`src/rtl/alu_muldiv.sv`:
```
// Iterative RV32M multiply/divide unit: radix-2 shift-add multiplier and restoring divider on one datapath.
// Optional build macro MULDIV_EARLY_OUT_EN: zero-operand multiply and divide-by-zero bypass the iteration phase.
module alu_muldiv #(
    parameter int WIDTH = 32
) (
    input  logic             CLK,
    input  logic             RST_n,
    input  logic             START,
    input  logic [2:0]       FUNCT3,
    input  logic [WIDTH-1:0] A,
    input  logic [WIDTH-1:0] B,
    output logic             BUSY,
    output logic             DONE,
    output logic [WIDTH-1:0] RESULT,
    output logic             ZERO
);

    localparam int CW = $clog2(WIDTH + 1);

    typedef enum logic [1:0] {S_IDLE, S_ITER, S_FIX, S_DONE} state_t;

    state_t               state, state_nxt;
    logic                 accept, early;
    logic                 a_signed, b_signed, a_neg, b_neg;
    logic [WIDTH-1:0]     a_mag, b_mag;
    logic [2:0]           op;
    logic                 sa, sb, bz;
    logic [WIDTH-1:0]     opnd;
    logic [2*WIDTH-1:0]   acc;
    logic [CW-1:0]        cnt;
    logic [WIDTH-1:0]     res_sel;

    // Shift-add step: low half holds the remaining multiplier bits, high half the partial product.
    function automatic logic [2*WIDTH-1:0] mul_step(input logic [2*WIDTH-1:0] a,
                                                    input logic [WIDTH-1:0] m);
        logic [WIDTH:0] s;
        s = {1'b0, a[2*WIDTH-1:WIDTH]} + (a[0] ? {1'b0, m} : {(WIDTH+1){1'b0}});
        return {s, a[WIDTH-1:1]};
    endfunction

    // Restoring step: high half is the partial remainder, low half shifts dividend out and quotient in.
    function automatic logic [2*WIDTH-1:0] div_step(input logic [2*WIDTH-1:0] a,
                                                    input logic [WIDTH-1:0] d);
        logic [WIDTH:0] r;
        logic           q;
        r = a[2*WIDTH-1:WIDTH-1];
        q = (r >= {1'b0, d});
        if (q) r = r - {1'b0, d};
        return {r[WIDTH-1:0], a[WIDTH-2:0], q};
    endfunction

    function automatic logic [2*WIDTH-1:0] div_fix(input logic [2*WIDTH-1:0] a,
                                                   input logic neg_r, input logic neg_q);
        logic [WIDTH-1:0] r, q;
        r = a[2*WIDTH-1:WIDTH];
        q = a[WIDTH-1:0];
        if (neg_r) r = -r;
        if (neg_q) q = -q;
        return {r, q};
    endfunction

    always_comb begin
        a_signed = !(FUNCT3 inside {3'b011, 3'b101, 3'b111});
        b_signed = FUNCT3 inside {3'b001, 3'b100, 3'b110};
        a_neg    = a_signed & A[WIDTH-1];
        b_neg    = b_signed & B[WIDTH-1];
        a_mag    = a_neg ? -A : A;
        b_mag    = b_neg ? -B : B;
`ifdef MULDIV_EARLY_OUT_EN
        early    = FUNCT3[2] ? (B == '0) : ((A == '0) || (B == '0));
`else
        early    = 1'b0;
`endif
    end

    always_ff @(posedge CLK or negedge RST_n) begin
        if (!RST_n) state <= S_IDLE;
        else        state <= state_nxt;
    end

    always_comb begin
        state_nxt = state;
        case (state)
            S_IDLE:  if (START) state_nxt = early ? S_FIX : S_ITER;
            S_ITER:  if (cnt == CW'(WIDTH - 1)) state_nxt = S_FIX;
            S_FIX:   state_nxt = S_DONE;
            S_DONE:  state_nxt = S_IDLE;
            default: state_nxt = S_IDLE;
        endcase
    end

    always_comb begin
        BUSY   = (state != S_IDLE);
        accept = (state == S_IDLE) && START;
    end

    // Early-out preloads the accumulator with what the iterations would have produced.
    always_ff @(posedge CLK or negedge RST_n) begin
        if (!RST_n) begin
            op   <= '0;
            sa   <= 1'b0;
            sb   <= 1'b0;
            bz   <= 1'b0;
            opnd <= '0;
            acc  <= '0;
            cnt  <= '0;
        end else begin
            case (state)
                S_IDLE: if (accept) begin
                    op   <= FUNCT3;
                    sa   <= a_neg;
                    sb   <= b_neg;
                    bz   <= (B == '0);
                    cnt  <= '0;
                    opnd <= FUNCT3[2] ? b_mag : a_mag;
                    if (early)
                        acc <= FUNCT3[2] ? {a_mag, {WIDTH{1'b1}}} : '0;
                    else
                        acc <= {{WIDTH{1'b0}}, (FUNCT3[2] ? a_mag : b_mag)};
                end
                S_ITER: begin
                    acc <= op[2] ? div_step(acc, opnd) : mul_step(acc, opnd);
                    cnt <= cnt + 1'b1;
                end
                S_FIX: begin
                    if (op[2])
                        acc <= div_fix(acc, sa, (sa ^ sb) && !bz);
                    else if (sa ^ sb)
                        acc <= -acc;
                end
                default: ;
            endcase
        end
    end

    always_comb begin
        res_sel = ((op == 3'b000) || (op[2:1] == 2'b10)) ? acc[WIDTH-1:0] : acc[2*WIDTH-1:WIDTH];
    end

    always_ff @(posedge CLK or negedge RST_n) begin
        if (!RST_n) begin
            DONE   <= 1'b0;
            RESULT <= '0;
            ZERO   <= 1'b1;
        end else begin
            DONE <= (state == S_DONE);
            if (state == S_DONE) begin
                RESULT <= res_sel;
                ZERO   <= (res_sel == '0);
            end
        end
    end

endmodule

```
`config.mk`:
```
export PLATFORM = sky130hd
export DESIGN_NAME = alu_muldiv
export DESIGN_NICKNAME = d
export VERILOG_FILES = /design/src/rtl/alu_muldiv.sv
export SDC_FILE = /design/constraint.sdc
export NUM_CORES = 1
export LEC_CHECK = 0
export ABC_CLOCK_PERIOD_IN_PS = 3700
export CORE_AREA = 3 3 161 163
export DETAILED_ROUTE_END_ITERATION = 8
export DIE_AREA = 0 0 164 166
export GPL_TIMING_DRIVEN = 0
export PLACE_DENSITY = 0.79
export SLEW_MARGIN = 10
export SYNTH_ARGS = -nofsm -noshare
export SYNTH_HDL_FRONTEND = slang
export SYNTH_SLANG_ARGS = --single-unit
```
`constraint.sdc`:
```
create_clock -name CLK -period 3.7 [get_ports CLK]
set_input_delay 0.37 -clock CLK [delete_from_list [all_inputs] [get_ports CLK]]
set_output_delay 0.37 -clock CLK [all_outputs]
set_load 0.05 [all_outputs]
```
; Word-level counts from Yosys, hierarchy flattened
; Cells that the tools add are included.
[totals]
regBits = 144
in_bits = 70
out_inout_bits = 35
word_cells = 79
[classes]
addsub = 8
magnitude_cmp = 1
n_eq_ne = 17
mux = 19
n_bitwise = 3
n_reduce_logical = 19
[op_table]
columns = op, count
row1 = $mux 32, 9
row2 = $mux 64, 4
row3 = $pmux 64 s3, 1
row4 = $neg 32->32, 4
row5 = $logic_not 32->1, 2
row6 = $neg 64->64, 1
row7 = $add 32x32->33, 1
row8 = $ge 33x32->1, 1
row9 = $sub 32x32->32, 1
row10 = $eq 3x3->1 const B, 4
row11 = $pmux 6 s2, 1
row12 = $ne 3x3->1 const B, 3
row13 = $reduce_bool 3->1, 3
row14 = $pmux 2 s4, 1
row15 = $reduce_and 4->1, 2
row16 = $add 6x1->6 const B, 1
row17 = $eq 2x2->1 const B, 3
row18 = $eq 6x5->1 const B, 1
row19 = $mux 6, 1
row20 = $ne 2x2->1 const B, 3
row21 = $reduce_and 2->1, 3
row22 = $mux 2, 2
row23 = $reduce_bool 2->1, 2
row24 = $eq 3x1->1 const B, 1
row25 = other kinds (9), 12

; Logic depth before layout (Yosys ltp)
; Gate-level depths: netlist (run 1).
[logic_depth]
ltp_word = 8
ltp_mapped = 14
depth_no_buf = 12

; Worst setup path before layout (run 1)
; No wires, ideal clock.
[synth_path]
path_kind = flip-flop to flip-flop
from = register acc[0]
to = register acc[28]
arrival_ps = 3080
t_required_ps = 3572
path_slack_ps = 492
stages_incl_launch_ff = 12
cell_sequence = dfrtp_1 clkbuf_1 inv_1 clkbuf_1 ha_1 nor4b_1 nand4_1 or4b_2 o311ai_0 a21oi_1 a21oi_1 o21ai_0
[synth_between]
elab_chain_cells = 4
elab_cells_between_ends = 6
classes_between = add/sub (2) / mux (4)
[synth_lines]
columns = element, line_no
row1 = "start, declared", 29  ; logic [2*WIDTH-1:0] acc;
row2 = "start signal, assigned", 117  ; acc <= FUNCT3[2] ? {a_mag, {WIDTH{1'b1}}} : '0;
row3 = "start signal, assigned", 119  ; acc <= {{WIDTH{1'b0}}, (FUNCT3[2] ? a_mag : b_mag)};
row4 = "start signal, assigned", 122  ; acc <= op[2] ? div_step(acc, opnd) : mul_step(acc, opnd);
row5 = $neg 64->64 or $neg 32->32 (tied branches), "129, 58"
row6 = $mux 64 or $mux 32 (tied branches), "128, 58"
row7 = $mux 64 *, 126  ; if (op[2])
row8 = $pmux 64 s3 *, 108  ; case (state)
; Mark *: on every way between the ends. The rest lies on a longest branch, timed or not. The select of a mux whose other input is x is not followed.
; A chain may end at the register's enable or synchronous reset.

; Worst setup path in the final report (run 1)
[layout_path]
from = register acc[55]
to = register acc[47]
[layout_between]
elab_chain_cells = 4
[layout_lines]
columns = element, line_no
row1 = $ge 33x32->1, 47  ; q = (r >= {1'b0, d});
row2 = $mux 32, 48  ; if (q) r = r - {1'b0, d};
row3 = $mux 64, 122
row4 = $pmux 64 s3, 108
; No other way between the ends.

==> results of run 1 <==
## critical path, cell delays in order (launching register included)
cell                       delay [ns]
sky130_fd_sc_hd__dfrtp_1         0.63
sky130_fd_sc_hd__ha_1            0.32
sky130_fd_sc_hd__clkbuf_1        0.21
sky130_fd_sc_hd__a21oi_1         0.40
sky130_fd_sc_hd__o21ai_0         0.20
sky130_fd_sc_hd__a211oi_1        0.22
sky130_fd_sc_hd__o21ai_0         0.17
sky130_fd_sc_hd__o21ai_4         0.21
sky130_fd_sc_hd__clkbuf_4        0.34
sky130_fd_sc_hd__buf_2           0.38
sky130_fd_sc_hd__mux2i_1         0.31
sky130_fd_sc_hd__o21ai_0         0.11
## cell usage in the layout (no fill, tap or decap), types with 9 or more instances in the layout
cell type                         netlist  final
sky130_fd_sc_hd__or4_1                 11     11
sky130_fd_sc_hd__a31oi_1               18     17
sky130_fd_sc_hd__mux2_2                33     33
sky130_fd_sc_hd__nor4_1                23     19
sky130_fd_sc_hd__buf_1                 12     11
sky130_fd_sc_hd__o311ai_0               9      9
sky130_fd_sc_hd__or3_1                 20     20
sky130_fd_sc_hd__xnor2_1               63     63
sky130_fd_sc_hd__and2_1                10     10
sky130_fd_sc_hd__o221ai_1              12     12
sky130_fd_sc_hd__nor2_1               207    204
sky130_fd_sc_hd__a211oi_1              18     17
sky130_fd_sc_hd__clkbuf_16              0     17
sky130_fd_sc_hd__a21o_1                27     27
sky130_fd_sc_hd__clkdlybuf4s50_1        0    103
sky130_fd_sc_hd__nand2b_1              21     21
sky130_fd_sc_hd__clkbuf_1             104     96
sky130_fd_sc_hd__nor2b_1               10     10
sky130_fd_sc_hd__dfrtp_1              143    137
sky130_fd_sc_hd__o41ai_1               11     11
sky130_fd_sc_hd__ha_1                  73     72
sky130_fd_sc_hd__o211ai_1              32     32
sky130_fd_sc_hd__o21a_1                17     17
sky130_fd_sc_hd__o21ai_0              171    169
sky130_fd_sc_hd__nand3_1               25     24
sky130_fd_sc_hd__mux2i_1               94     94
sky130_fd_sc_hd__o31ai_1               24     22
sky130_fd_sc_hd__inv_1                 76     76
sky130_fd_sc_hd__a21oi_1              171    169
sky130_fd_sc_hd__nor3_1                50     50
sky130_fd_sc_hd__or2_2                 13     13
sky130_fd_sc_hd__and3_1                 9      9
sky130_fd_sc_hd__nand2_1              161    161
sky130_fd_sc_hd__a22oi_1                9      9
sky130_fd_sc_hd__xor2_1                56     56
sky130_fd_sc_hd__nand4_1               20     20
## cell families (layout without fill, tap and decap cells)
| kind of cell | count (synthesis) | count (layout) | share of synthesized area [%] |
|---|---|---|---|
| AOI/OAI and AO/OA | 609 | 609 | 26.7 |
| and+or+nand+nor | 609 | 609 | 20.1 |
| buffers and inverters | 195 | 334 | 5.14 |
| DFF | 144 | 144 | 25.0 |
| muxes | 127 | 127 | 9.12 |
| xor gates and xnor gates | 119 | 119 | 7.24 |
| adders and majority gates | 75 | 75 | 6.62 |
| other | 0 | 1 | 0 |
## per-stage QoR
| step | hold WS (ns) | total power [mW] |
|---|---|---|
| 2_1_floorplan | 0.0744 | 10.2 |
| 5_1_grt | 0.512 | 16.9 |
| 6_report | 0.473 | 16.1 |
| 4_1_cts | 0.487 | 15.5 |
| 3_3_place_gp | 0.463 | 13.4 |
| 3_5_place_dp | 0.362 | 13.6 |
## power groups by stage
stage / registers [mW] / clock network (mW) / logic (mW)
final: 3.13 / 1.83 / 11.1
after global routing: 3.18 / 1.88 / 11.8
after CTS: 3.06 / 1.81 / 10.7
after detailed placement: 3.07 / 0 / 10.5
after global placement: 3.05 / 0 / 10.4
after floorplan: 3.40 / 0 / 6.76
## sequential cells by signal, summed over array words and instances, names as in the netlist
register,count
DONE,1
RESULT,32
ZERO,1
acc,64
bz,1
cnt,6
op,3
opnd,32
sa,1
sb,1
state,2
## layout make-up
class	instances	area [µm²]	share of cell area, %
Inverter	77	289	1.73
Sequential cell	144	3610	21.7
Tap cell	324	405	2.43
Antenna cell	1	2.50	0.0150
Buffer	116	458	2.75
Clock buffer	18	439	2.64
Clock inverter	14	164	0.984
Timing Repair Buffer	109	1110	6.64
Multi-Input combinational cell	1539	10200	61.1
## what timing repair did
item | 4_1_cts | 5_1_grt
resized for setup | 25 | 23
endpoints found under the setup margin | 34 | 34
endpoints found under the hold margin | 65 | 0
hold buffers | 1 | 0
setup buffers | 2 | 1
pin swaps | 1 | 3
## worst paths after layout
kind                       endpoint  slack (ns)  cells past startpoint
max                         acc[47]        0.03                     11
min                         acc[57]        0.47                      2
max reg2reg                 acc[47]        0.03                     11
min reg2reg                opnd[10]        0.49                      2
max in group asynchronous   acc[47]        2.39                      3
min in group CLK           opnd[10]        0.49                      2
## layer usage
| layer | routed length, µm | part of all wire [%] |
|---|---|---|
| met5 | 0 | 0 |
| met3 | 6090 | 11 |
| met1 | 22000 | 39 |
| met2 | 24500 | 43 |
| met4 | 4430 | 7.8 |
==> impl_metrics.tcl, run 1 <==
set metrics [dict create \
    n_fill_cell 2117 \
    synth_top_area_cell "sky130_fd_sc_hd__dfrtp_1" \
    max_slew_margin_pct 23.2 \
    finish.utilization_pct 68.1 \
    clkSlewWorstSetupHoldPaths_ns 0.08 \
    grt_util_met3_pct 8.93 \
    ys_seq_area_share_pct 25.0 \
    numPortBuffers 104 \
    worst_clock_skew_ns 0.0172 \
    cts_tree "yes" \
    synth.area.top_cells "sky130_fd_sc_hd__dfrtp_1 25%, sky130_fd_sc_hd__mux2i_1 6.5%, sky130_fd_sc_hd__ha_1 6.3%" \
    timing.final.ws_setup_ns 0.0316 \
    clock.fmax_mhz 273 \
    wire_per_inst_um 24.4 \
    layout.cell_area.non_filler_um2 16700 \
    power.static_leakage_nw 7.01 \
    finalWirelength_um 57100 \
    type_of_the_worst_setup_path "flip-flop to flip-flop" \
    worst_path_required_time_ns 3.99 \
    combPwrFrac_pct 69.1 \
    power.switching_mw 8.99 \
    die_wd_um 164 \
    core_um2 24500 \
    timing.critical_path.to_type "flip-flop" \
    grt_use_met1_pct 53.7 \
    global_route.overflow_total 0 \
    ys_warn_count 0 \
    cts.sinks 144 \
    first_global_vias 15100 \
    hold_class "input port to async pin" \
    starting_density_of_the_core_pct 58.9 \
    status "finished clean" \
    gr-usage-all-layers_pct 41.5 \
    async_flop_share_pct 100 \
    worst_slew_pin_slew_ns 1.15 \
    grt_pass1_wl_um 87300 \
    fin_setup_tns_ns 0 \
    root_buffer "sky130_fd_sc_hd__clkbuf_16" \
    final_hold_violations 0 \
    die_area_um2 27200 \
    worst-path-max-fanout 10 \
    num_rows 57 \
    fin_crit_ns 3.67 \
    synth_common_cells "207 x sky130_fd_sc_hd__nor2_1, 171 x sky130_fd_sc_hd__a21oi_1, 171 x sky130_fd_sc_hd__o21ai_0, 161 x sky130_fd_sc_hd__nand2_1, 143 x sky130_fd_sc_hd__dfrtp_1" \
    place_area_um2 15900 \
    cts-buffers-inserted 17 \
    critPathLaunch "acc[55]" \
    gr-usage-met2_pct 62.7 \
    startpoint_type "flip-flop" \
    arrival_ns 3.96 \
    detailedRoute.firstIterationViolations 2005 \
    antenna_found_initial 0 \
    hpwl_after_detailed_placement_um 44500 \
    switching_share_pct 56.0 \
    synthDistinctLibCells 80 \
    timing_max_transition_violations_final 0 \
    flow.area_growth_from_synthesis_pct 15.7 \
    ir_worst_vdd_v 0.000609 \
    synth_ff_type "sky130_fd_sc_hd__dfrtp_1" \
    vias 16100 \
    instances_no_fill 2342 \
    clk_path_buf_depth 2 \
    cts.htree.levels 4 \
    synth_enable_flop_cells 0 \
    cap_viol_max_count 0 \
    cellPowerDensity_nw_per_um2 964 \
    chipHeight_um 166 \
    drc 0 \
    tritonroute_pass_1_iters 6 \
    dp_cells 2307 \
    power.share.sequential_pct 19.5 \
    syn-cell-area_um2 14400 \
    pre_cts_slack_ns -1.33 \
    nNetsFinal 2149 \
    mean_area_per_synthesized_cell_um2 7.67 \
    ys_seq_elements 144 \
    antenna_violating_nets_remaining 0 \
    clkLatencyLatePin_ns 0.44 \
    gp_congestion 1.06 \
    num_io_pins 105 \
    synthesis.nets 2023 \
    ratio_of_cells_with_drive_above_1_in_the_final_layout_pct 6.59 \
    fraction_of_power_consumed_by_the_clock_network_pct 11.4 \
    report.final.setup_viol 0 \
    synthMostInstantiatedCell "sky130_fd_sc_hd__nor2_1" \
    global_route.peak_usage_layer "met2" \
    viasPerCell 6.86 \
    internal-power_mw 7.06 \
    synth_top_area_share_pct 24.9 \
    postSynthCellCount 1878 \
    final.period_utilization_pct 99.1 \
    reg_to_reg_startpoint "acc[55]" \
    maximum_number_of_pins_on_one_net_before_global_route_repair 80 \
]
Note: power is estimated with default switching activity, not from simulation.
==> inputs of run 2 (changes only) <==
--- a/config.mk
+++ b/config.mk
@@ -5,12 +5,13 @@
 export SDC_FILE = /design/constraint.sdc
 export NUM_CORES = 1
 export LEC_CHECK = 0
-export ABC_CLOCK_PERIOD_IN_PS = 3700
+export ABC_CLOCK_PERIOD_IN_PS = 3400
 export CORE_AREA = 3 3 161 163
 export DETAILED_ROUTE_END_ITERATION = 8
 export DIE_AREA = 0 0 164 166
 export GPL_TIMING_DRIVEN = 0
 export PLACE_DENSITY = 0.79
+export SKIP_CTS_REPAIR_TIMING = 1
 export SLEW_MARGIN = 10
 export SYNTH_ARGS = -nofsm -noshare
 export SYNTH_HDL_FRONTEND = slang
==> constraint.sdc (replaced) <==
create_clock -name CLK -period 3.4 [get_ports CLK]
set_input_delay 0.34 -clock CLK [delete_from_list [all_inputs] [get_ports CLK]]
set_output_delay 0.34 -clock CLK [all_outputs]
set_load 0.05 [all_outputs]
==> run 2 against run 1 <==
Against the previous run: combinational power is 11% higher; power increased by 10%; clock-buffer cell count stayed put; register-to-register slack lost 0.03 ns; sequential power rose by 9.3%; sequential share of layout area is 0.27 points lower; final cell count barely moved; clock power rose by 9%; first-iteration DRC count is 12% higher; maximum frequency up 7.9%.
==> impl_metrics.tcl, run 2 (synthesis gave the netlist of run 1 again) <==
set metrics [dict create \
    pre_cts_slack_ns -1.60 \
    hpwl_after_detailed_placement_um 44500 \
    antenna_found_initial 0 \
    worst_slew_pin_slew_ns 0.842 \
    status "finished clean" \
    instances_no_fill 2344 \
    total_power_mw 17.7 \
    starting_density_of_the_core_pct 58.9 \
    worst_path_largest_cell_delay_ns 0.57 \
    clkSlewWorstSetupHoldPaths_ns 0.08 \
    root_buffer "sky130_fd_sc_hd__clkbuf_16" \
    cp_cell_sequence "inv_1 > ha_1 > inv_1 > fa_2 > a211oi_2 > nor2_2 > o211ai_1 > buf_4 > a2111oi_2 > o31ai_1 > a21boi_1 > o311a_1 > o21ai_0" \
    max_slew_margin_pct 43.9 \
    finalWirelength_um 57600 \
    critPathSlowestCell "sky130_fd_sc_hd__o31ai_1" \
    reg_top3 "acc x64, RESULT x32, opnd x32" \
    first_global_vias 15000 \
    clock.fmax_mhz 294 \
    rsz0062_at_grt "true" \
    cts-buffers-inserted 17 \
    core_um2 24500 \
    drc 0 \
    final_hold_violations 0 \
    cts.sinks 144 \
    power.static_leakage_nw 7.08 \
    global_route.overflow_total 0 \
    cellPowerDensity_nw_per_um2 1050 \
    hold_class "input port to async pin" \
    cts_tree "yes" \
    critical_path.most_common_cell "sky130_fd_sc_hd__inv_1" \
    chipHeight_um 166 \
    largest_register_ff_count 64 \
    gp_congestion 1.06 \
    num_io_pins 105 \
    final.period_utilization_pct 100 \
    timing.final.ws_setup_ns 0.000149 \
    die_area_um2 27200 \
    wire_per_inst_um 24.6 \
    reg_to_reg_startpoint "acc[31]" \
    cts.htree.levels 4 \
    flow.area_growth_from_synthesis_pct 17.3 \
    tritonroute_pass_1_iters 8 \
    registers.top_by_ff_count "acc" \
    gr-usage-all-layers_pct 41.4 \
    clk_path_buf_depth 2 \
    ir_worst_vdd_v 0.000672 \
    arrival_ns 3.76 \
    vias 16100 \
    critPathLaunch "acc[31]" \
    viasPerCell 6.86 \
    clkLatencyLatePin_ns 0.45 \
    type_of_the_worst_setup_path "flip-flop to flip-flop" \
    ratio_of_cells_with_drive_above_1_in_the_final_layout_pct 8.61 \
    antenna_violating_nets_remaining 0 \
    most_common_cell_after_layout_fill_and_taps_aside "sky130_fd_sc_hd__nor2_1" \
    num_rows 57 \
    insertedDiodeCount 0 \
    timing_max_transition_violations_final 0 \
    n_fill_cell 2099 \
    maximum_number_of_pins_on_one_net_before_global_route_repair 80 \
    numPortBuffers 104 \
    report.final.setup_viol 0 \
    worst_clock_skew_ns 0.0195 \
    timing.critical_path.to_type "flip-flop" \
    wp_buf_inv 3 \
    nNetsFinal 2152 \
    dp_cells 2307 \
    detailedRoute.firstIterationViolations 2255 \
    worst-path-max-fanout 6 \
    worst_path_required_time_ns 3.76 \
    startpoint_type "flip-flop" \
    final_cell_mix "203 x sky130_fd_sc_hd__nor2_1, 167 x sky130_fd_sc_hd__o21ai_0, 163 x sky130_fd_sc_hd__a21oi_1" \
    cp_top_family "compound AO/OA/AOI/OAI gates" \
    die_wd_um 164 \
    fin_crit_ns 3.40 \
    grt_pass1_wl_um 87100 \
    cap_viol_max_count 0 \
]
==> run 2: cell count changes in the layout (fill, tap and decap cells not counted), sizes merged <==
cell / before / now
buf: 22 / 28
clkbuf: 117 / 114
diode: 1 / 0
==> run 2: area by class of cell <==
| class | count | area [µm²] | area share [%] |
|---|---|---|---|
| timing repair buffer | 118 | 1170 | 6.95 |
| clock buffer | 18 | 439 | 2.60 |
| multi-input combinational | 1539 | 10400 | 61.3 |
| sequential | 144 | 3620 | 21.4 |
| tap | 324 | 405 | 2.40 |
| inverter | 77 | 289 | 1.71 |
| buffer | 110 | 449 | 2.66 |
| clock inverter | 14 | 164 | 0.970 |
==> run 2: worst register-to-register path, stage by stage (launching register included) <==
cell                        delay [ns]
sky130_fd_sc_hd__dfrtp_2          0.48
sky130_fd_sc_hd__inv_1            0.13
sky130_fd_sc_hd__ha_1             0.19
sky130_fd_sc_hd__inv_1            0.06
sky130_fd_sc_hd__fa_2             0.38
sky130_fd_sc_hd__a211oi_2         0.24
sky130_fd_sc_hd__nor2_2           0.11
sky130_fd_sc_hd__o211ai_1         0.19
sky130_fd_sc_hd__buf_4            0.18
sky130_fd_sc_hd__a2111oi_2        0.08
sky130_fd_sc_hd__o31ai_1          0.57
sky130_fd_sc_hd__a21boi_1         0.15
sky130_fd_sc_hd__o311a_1          0.37
sky130_fd_sc_hd__o21ai_0          0.18
==> run 2: worst paths after layout <==
check / to / slack (ns) / depth (start not counted)
max in group asynchronous: acc[47] / 2.13 / 3
min in group CLK: opnd[10] / 0.48 / 2
setup / recovery: acc[60] / 0.0001 / 13
hold / removal: RESULT[15] / 0.44 / 2
setup reg to reg: acc[60] / 0.0001 / 13
hold reg to reg: opnd[10] / 0.48 / 2
==> run 2: where the power goes <==
part           internal (mW)  total [mW]  leakage, nW  switching, mW
registers               2.49        3.42         1.78          0.926
logic                   4.27        12.3         5.01           8.06
clock network           1.07        1.99        0.290          0.920
==> run 2: per-layer routing <==
metal | global-route usage, % | share of wire [%] | up-vias
met5 | 0 | 0 | -
met4 | 25.6 | 7.4 | 0
met3 | 7.86 | 11 | 273
met2 | 62.6 | 44 | 1150
met1 | 54.5 | 38 | 7498
li1 | - | - | 7159
==> run 2: stage by stage <==
stage	instance area [µm²]	hold WS, ns	utilization (%)	setup TNS (ns)
after floorplan	14400	0.0444	-	0
after global placement	15800	0.463	64.8	-606.68
after detailed placement	15900	0.332	64.9	-46.54
after CTS	16500	-0.128	67.4	-34.12
after global routing	16900	0.483	69.0	-0.442
final	16900	0.438	69.0	0
==> patch (config.mk and constraints of run 2) <==
Add a define of `MULDIV_EARLY_OUT_EN`.
--- a/src/rtl/alu_muldiv.sv
+++ b/src/rtl/alu_muldiv.sv
@@ -1,5 +1,7 @@
 // Iterative RV32M multiply/divide unit: radix-2 shift-add multiplier and restoring divider on one datapath.
 // Optional build macro MULDIV_EARLY_OUT_EN: zero-operand multiply and divide-by-zero bypass the iteration phase.
+`define MULDIV_EARLY_OUT_EN
+
 module alu_muldiv #(
     parameter int WIDTH = 32
 ) (
Behaviour: not the same (a bounded check fails within 4 cycles, from zero or initial values and one cycle with RST_n low).
==> patch against run 2 <==
  * The flow now finishes with violations (design-rule violations, negative setup slack)
  * Global-route usage increased by 4.4 points
  * Synthesized area increased by 4.6%
  * Setup slack got worse by 0.19 ns
  * Utilization increased by 7.3 points
  * Design area increased by 11%
  * Wire length increased by 16%
  * Sequential cell count unchanged
  * Sequential share of layout area decreased by 2.0 points
  * Total power increased by 26%
  * Critical endpoint is now acc[58]
  * Highest routed layer is now met5
==> patch: results (changes against run 2) <==
INFO  metric initial_antenna_violation_count = 2 (was 0)
INFO  metric critical-path-max-stage-delay = 0.45 ns (was 0.57 ns)
INFO  metric via_count_of_the_first_global_routing_pass = 16,100 (was 15,000)
INFO  metric synth.avg_cell_area = 7.49 µm² (was 7.67 µm²)
INFO  metric post_synth_num_cell_types = 84 (was 80)
INFO  metric power_switching_share = 57.2% (was 55.9%)
INFO  metric layout-drive-gt1-share = 15.3% (was 8.61%)
INFO  metric status = finished, violations left (was finished clean)
INFO  metric yosys.area_share.adder = 6.33% (was 6.62%)
INFO  metric synth.yosys.seq_area_share = 23.9% (was 25.0%)
INFO  metric crit_slowest_cell = sky130_fd_sc_hd__dfrtp_2 (was sky130_fd_sc_hd__o31ai_1)
INFO  metric nFillCells = 1,859 (was 2,099)
INFO  metric maximum_number_of_pins_on_one_net_before_global_route_repair = 105 (was 80)
INFO  metric failing_checks = design-rule violations, negative setup slack
INFO  metric route.detailed.vias_per_inst = 7.10 (was 6.86)
INFO  metric first_iter_violations = 2,897 (was 2,255)
INFO  metric drc_errors = 23 (was 0)
INFO  metric worst_slack = -0.187 ns (was 0.000149 ns)
INFO  metric p_leak = 7.84 nW (was 7.08 nW)
INFO  metric finClkSkew = 0.0177 ns (was 0.0195 ns)
INFO  metric rr_startpoint = acc[0] (was acc[31])
INFO  metric grt_first_pass_wirelength = 94,900 µm (was 87,100 µm)
INFO  metric vdd.ir_drop.worst = 0.730 mV (was 0.672 mV)
INFO  metric reg2regPathDepth = 15 (was 13)
INFO  metric setup_viol = 12 (was 0)
INFO  metric max_slew.worst_pin.slew = 1.12 ns (was 0.842 ns)
INFO  metric synthTopCellsByArea = sky130_fd_sc_hd__dfrtp_1, sky130_fd_sc_hd__ha_1, sky130_fd_sc_hd__nand2_1 (was sky130_fd_sc_hd__dfrtp_1, sky130_fd_sc_hd__mux2i_1, sky130_fd_sc_hd__ha_1)
INFO  metric drt_first_pass_iters = 9 (was 8)
INFO  metric hpwlAfterDp = 50,000 µm (was 44,500 µm)
INFO  metric synth-xor-area-share = 7.74% (was 7.24%)
[patch: cell type report]
| class | instances | share of cell area, % |
|---|---|---|
| Tap cell | 324 | 2.17 |
| Clock buffer | 17 | 2.28 |
| Clock inverter | 15 | 1.03 |
| Buffer | 126 | 3.08 |
| Multi-Input combinational cell | 1663 | 62.3 |
| Inverter | 71 | 1.45 |
| Sequential cell | 144 | 19.4 |
| Timing Repair Buffer | 166 | 8.31 |
[patch: how the worst max path moves through the flow]
stage / to / startpoint / depth (start not counted)
after floorplan: acc[58] / acc[0] / 14
after global placement: opnd[7] / RST_n / 1
after detailed placement: acc[27] / A[12] / 10
after CTS: acc[60] / acc[43] / 12
after global routing: acc[58] / acc[0] / 15
final: acc[58] / acc[0] / 15
[patch: cells by family (layout without fill, tap and decap cells)]
kind of cell               after synthesis  after routing
and+or+nand+nor                        734            734
AOI/OAI and AO/OA                      641            641
buffers and inverters                  204            395
DFF                                    144            144
xor gates and xnor gates               133            133
muxes                                   80             80
adders and majority gates               75             75
[patch: power by group through the flow]
| stage | clock network, W | registers (W) | logic [W] |
|---|---|---|---|
| after floorplan | 0 | 0.00385 | 0.00929 |
| final | 0.00200 | 0.00361 | 0.0167 |
| after global routing | 0.00205 | 0.00366 | 0.0175 |
| after detailed placement | 0 | 0.00356 | 0.0141 |
| after global placement | 0 | 0.00353 | 0.0139 |
| after CTS | 0.00196 | 0.00353 | 0.0142 |
[patch: per-stage QoR]
step / util (%) / setup TNS [ns] / worst slack, ns / cell area (µm²)
after floorplan: - / 0 / 0.0194 / 15100
after global placement: 67.6 / -592.79 / -3.81 / 16500
after detailed placement: 67.7 / -53.17 / -1.07 / 16600
after CTS: 70.2 / -33.73 / -1.04 / 17200
after global routing: 76.3 / -1.95 / -0.195 / 18700
final: 76.3 / -0.636 / -0.187 / 18700
[patch: per-layer routing]
| metal | track usage [%] | vias up | routed length (µm) |
|---|---|---|---|
| li1 | - | 7747 | - |
| met1 | 58.0 | 8244 | 23800 |
| met2 | 66.5 | 1540 | 27400 |
| met3 | 16.9 | 413 | 9890 |
| met4 | 27.0 | 2 | 5490 |
| met5 | 0 | - | 48 |
